[config.mk]
export PLATFORM = sky130hd
export DESIGN_NAME = demux_2param_buf
export DESIGN_NICKNAME = d
export VERILOG_FILES = /design/src/rtl/demux_2param_buf.sv
export SDC_FILE = /design/constraint.sdc
export NUM_CORES = 1
export LEC_CHECK = 0
export CORE_AREA = 2 2 98 100
export DETAILED_ROUTE_END_ITERATION = 10
export DIE_AREA = 0 0 100 102
export GPL_TIMING_DRIVEN = 1
export HOLD_SLACK_MARGIN = 0.08
export PLACE_DENSITY = 0.57
export SETUP_SLACK_MARGIN = 0.02
export SYNTH_ARGS = -nofsm -noshare
export SYNTH_HDL_FRONTEND = slang
export SYNTH_SLANG_ARGS = --single-unit
[constraint.sdc]
create_clock -name clk -period 3.1 [get_ports clk]
set_clock_uncertainty 0.2 [all_clocks]
set_input_delay 0.775 -clock clk [delete_from_list [all_inputs] [get_ports clk]]
set_output_delay 0.775 -clock clk [all_outputs]
set_load 0.05 [all_outputs]
[src/rtl/demux_2param_buf.sv]
// rtl/demux_2param_buf.sv - registered 1-to-4 demultiplexer with per-destination hold slots
module demux_2param_buf #(
  parameter int N  = 4,
  parameter int X  = 16,
  parameter int CW = 8
) (
  input  logic          clk,
  input  logic          rst_n,
  input  logic [X-1:0]  in_data,
  input  logic [1:0]    s,
  input  logic          in_valid,
  output logic          in_ready,
  output logic [X-1:0]  A,
  output logic [X-1:0]  B,
  output logic [X-1:0]  C,
  output logic [X-1:0]  D,
  output logic          a_valid,
  output logic          b_valid,
  output logic          c_valid,
  output logic          d_valid,
  input  logic          a_ready,
  input  logic          b_ready,
  input  logic          c_ready,
  input  logic          d_ready,
  output logic [CW-1:0] drop_cnt
);

  logic [3:0]    full_q, full_d;
  logic [X-1:0]  slot_q [4];
  logic [X-1:0]  slot_d [4];
  logic [CW-1:0] drop_q, drop_d;
  logic [3:0]    k_ready;
  logic          s_invalid;
  logic          accept;

  assign k_ready   = {d_ready, c_ready, b_ready, a_ready};
  assign s_invalid = (32'(s) >= 32'(N));
  assign accept    = in_valid && in_ready;

  // Offer acceptance: unpopulated destinations always sink, others need a free or draining slot
  always_comb begin
    in_ready = 1'b1;
    if (!s_invalid) begin
      in_ready = !full_q[s] || k_ready[s];
    end
  end

  // Next state: drain first, then a fill overrides so drain+fill keeps the slot full
  always_comb begin
    full_d = full_q & ~k_ready;
    drop_d = drop_q;
    for (int k = 0; k < 4; k++) begin
      slot_d[k] = slot_q[k];
      if (accept && (s == k[1:0]) && (k < N)) begin
        full_d[k] = 1'b1;
        slot_d[k] = in_data;
      end
    end
    if (accept && s_invalid && (drop_q != {CW{1'b1}})) begin
      drop_d = drop_q + CW'(1);
    end
  end

  // State registers; reset clears slots, flags and the drop counter without waiting for clk
  always_ff @(posedge clk or negedge rst_n) begin
    if (!rst_n) begin
      full_q <= '0;
      drop_q <= '0;
      for (int k = 0; k < 4; k++) begin
        slot_q[k] <= '0;
      end
    end else begin
      full_q <= full_d;
      drop_q <= drop_d;
      for (int k = 0; k < 4; k++) begin
        slot_q[k] <= slot_d[k];
      end
    end
  end

  assign A        = slot_q[0];
  assign B        = slot_q[1];
  assign C        = slot_q[2];
  assign D        = slot_q[3];
  assign a_valid  = full_q[0];
  assign b_valid  = full_q[1];
  assign c_valid  = full_q[2];
  assign d_valid  = full_q[3];
  assign drop_cnt = drop_q;

endmodule

---- Word level (Yosys, flattened, before mapping) ----
Cells that the tools add are included.
word-level totals
  input port bits ......................... 25
  output and inout port bits .............. 77
  word-level logic and storage cells ...... 27
  flip-flop bits (word level) ............. 68
cells by class
  multiplexer cells ....................... 8
  bitwise operators ....................... 2
  eq/ne operators ......................... 3
  reductions and logical operators ........ 8
  $lt $le $gt $ge ......................... 1
operators by type and width
  operator                                              count
  two-way mux 1 bit                                     6
  logical AND 1 bit                                     5
  AND 4 bit                                             1
  binary-select mux 1 bit (select 2 bit)                2
  equality test 2 bit (second input constant)           2
  NOT 4 bit                                             1
  < comparator 2 x 3 -> 1 bit (second input constant)   1
  equality test 2 x 1 -> 1 bit (second input constant)  1
  zero test 2 bit                                       1
  zero test 1 bit                                       1
  logical OR 1 bit                                      1

---- Logic depth before layout (Yosys ltp) ----
  depth after elaboration ................. 7
  gate-level depth with buffers ........... 6

---- Least setup slack after synthesis ----
No wires, ideal clock.
  kind .................................... input -> output
  start ................................... in s[1]
  end ..................................... out in_ready
  arrival time ............................ 1,742 ps
  slack ................................... 383 ps
  data required time ...................... 2,125 ps
  stages .................................. 2
  path through ............................ buf_2 > mux4_1
between the ends
  cells in the longest elaborated chain, start to end .. 4
  elaborated cells between the ends (all ways) .. 6
  those cells by class .................... 4 x mux; 2 x reduce/logical
RTL lines
  element                                  line  RTL
  from (decl)                              10    input logic [1:0] s,
  binary-select mux 1 bit (select 2 bit)   44    in_ready = !full_q[s] || k_ready[s];
  two-way mux 1 bit (not written as such)  44
  zero test 1 bit                          44
  logical OR 1 bit (*)                     44
  to (decl)                                12    output logic in_ready,
Mark *: on every way between the ends. The rest lies on a longest branch, timed or not. The select of a mux whose other input is x is not followed.

---- Worst setup path after layout ----
  start ................................... in c_ready
  end ..................................... out in_ready
between the ends
  cells in the longest elaborated chain, start to end .. 3
RTL lines
  element                                  line  RTL
  from (decl)                              23    input logic c_ready,
  binary-select mux 1 bit (select 2 bit)   44
  two-way mux 1 bit (not written as such)  44
  logical OR 1 bit                         44
No other way between the ends. The select of a mux whose other input is x is not followed.

==> results.yml <==
yosys:
  synth-edff-count: 0
  synthesis.instances: 165
  synthesis.area_per_instance_um2: 16.83
  ys_seq_area_share_pct: 61.29
  area_of_the_mapped_netlist_mm2: 0.002776
  synth-async-reset-ratio_pct: 100.0
  ys_dominant_reg_cell: "dfrtp_1"
  postSynthRegisterBits: 68
  synth.yosys.warnings: 0
  yosysUniqueCellTypes: 19
die:
  chipWidth_um: 100
  floorplan.initialDensity_pct: 30.48
  core_area_mm2: 0.009109
  placementRows: 35
  io_pins: 102
  die_height_um: 102
  die_area_mm2: 0.01020
pwr:
  combPwrFrac_pct: 40.9
  switchingPower_mw: 1.287
  clock_power_share_pct: 24.2
  cell_internal_pwr_mw: 2.047
  netSwitchingFraction_pct: 38.61
  irDropWorstVdd_uv: 389.3
  power_density_mw_per_mm2: 827.8
  power_frac_seq_pct: 34.9
  p_leak_nw: 1.726
setup_path:
  critPathRequiredTime_ns: 2.12
  cp.arrival_ns: 2.05
  start_kind: "input pin"
  critical_path.endpoint_type: "output port"
  worstSetupPathType: "in2out"
  max_fanout_on_critical_path: 3
job:
  max_cap_violations: 0
layout:
  fillerInstances: 833
  areaGrowthSynthToFinish_pct: 45.07
  seq_area_mm2: 0.001702
  post_route_cells_drive_above_1_share_pct: 33.33
  final_cell_mix: "91 x clkdlybuf4s50_1, 68 x dfrtp_1, 44 x mux2_2"
  layout.cells.most_common: "clkdlybuf4s50_1"
  antenna_cells_inserted: 0
  num-nets-final: 293
  multiInputGateArea_um2: 968.4
  final_cells: 384
sta:
  timing.setup.tns_ns: 0
  max_clock_freq_mhz: 331.1
  report.final.slew_viol_count: 0
  worst-slew-pin-transition_ns: 0.5335
  setup_viol: 0
  rsz0062_at_grt: "no"
  max-slew-margin-rel_pct: 64.32
  final-hold-violation-count: 0
  post_route_worst_setup_slack_ns: 0.07946
  post_route_worst_hold_slack_ns: 0.2395
  final.min_clock_period_ns: 3.021
  min_period_over_period_pct: 97.44
placed_design:
  dp_hpwl_um: 4050
  pre_cts_ws_ns: 0.07279
  placement.io_buffers: 93
  gp_routability_congestion: 0.7499
  placed_cells_incl_taps: 368
global_routing:
  grt.overflow.total: 0
  grt_start_max_net_pins: 69
  number_of_antenna_violations_at_the_first_check_in_global_routing: 0
  grt_pass1_vias: 1795
  grt_pass1_wl_um: 9818
  globalRouteTotalUtil_pct: 12.77
clocking:
  clock_latency_ns: 0.34
  cts_max_level: 3
  cts_hold_buf: 0
  tritoncts_num_sinks: 68
  max-clock-path-buffers: 2
  post_cts_resize_count: 0
  cts_post_setup_buffers_inserted: 0
  cts.root.buffer_cell: "clkbuf_8"
  tritoncts.num_buffers: 9
  cts_tree: "built"
  clkSlewWorstSetupHoldPaths_ns: 0.07
drt:
  vias_per_cell: 4.469
  totalWireLength_um: 6120
  detail_route.drc_violations: 0
  dr_total_vias: 1716
  wire_per_inst_um: 15.94
  drt-initial-drc-count: 45
  drtPass1Iterations: 4
  antenna_violating_nets_post_route: 0
status:
  outcome: "finished clean"
hold_path:
  hold_path.class: "in2async"
[metal layers]
layer / up-vias / GRT usage [%] / wire length (um)
li1: 766 / - / -
met1: 869 / 16.72 / 2823
met2: 76 / 18.81 / 2712
met3: 5 / 6.224 / 539
met4: 0 / 3.793 / 45
met5: - / 0 / 0
[kinds of logic (layout without fill, tap and decap cells)]
group                  after synthesis  after routing  synth area share (%)
muxes                               65             65                 29.61
DFF                                 68             68                 61.29
other                                1              8                0.1351
buffers and inverters               15            116                 4.867
AOI/OAI and AO/OA                    1              1                0.1801
and+or+nand+nor                     15             15                 3.921
[through the flow]
stage / instance area, um2 / utilization (%) / total power, mW
floorplan: 2803 / - / 2.073
global placement: 3810 / 41.83 / 2.545
detailed placement: 3810 / 41.83 / 2.552
CTS: 4028 / 44.22 / 3.381
global route: 4028 / 44.22 / 3.486
finish: 4028 / 44.22 / 3.334
[sequential cells by signal, summed over array words and instances (netlist names)]
register  flops
A            16
D            16
full_q        4
C            16
B            16
[layout make-up]
type	count	area share (%)
clock buffers	12	3.604
clock inverters	4	1.802
well taps	111	3.448
multi-input cells	89	24.04
repair buffers	100	24.85
flip-flops and latches	68	42.25
[power groups by stage]
| stage | Combinational [mW] | Sequential [mW] | Clock [mW] |
|---|---|---|---|
| after floorplan | 0.257 | 1.82 | 0 |
| after global placement | 1.37 | 1.18 | 0 |
| after global routing | 1.42 | 1.19 | 0.884 |
| final | 1.36 | 1.16 | 0.808 |
| after CTS | 1.38 | 1.17 | 0.839 |
| after detailed placement | 1.37 | 1.18 | 0 |
[critical path: stages]
cell             delay (ns)
clkdlybuf4s50_1        0.39
nand2b_1               0.16
mux4_1                 0.51
buf_4                  0.21
[synthesized netlist by cell type (2+ instances only)]
master	count	area share (%)
nand2_1	5	0.68
buf_2	2	0.36
dfrtp_1	68	61
mux2_4	20	11
buf_6	2	0.81
buf_4	9	2.4
mux2_2	44	18
nand2b_1	4	0.90
[worst paths after layout]
| check | end | cells past startpoint | slack [ns] | from |
|---|---|---|---|---|
| hold reg to reg | D[9] | 1 | 0.31 | D[9] |
| hold / removal | A[8] | 2 | 0.24 | rst_n |
| setup reg to reg | D[13] | 4 | 1.48 | full_q[3] |
| min in group clk | D[9] | 1 | 0.31 | D[9] |
| max in group asynchronous | B[13] | 2 | 2.15 | rst_n |
| setup / recovery | in_ready | 4 | 0.08 | c_ready |
(Power assumes the default switching activity.)
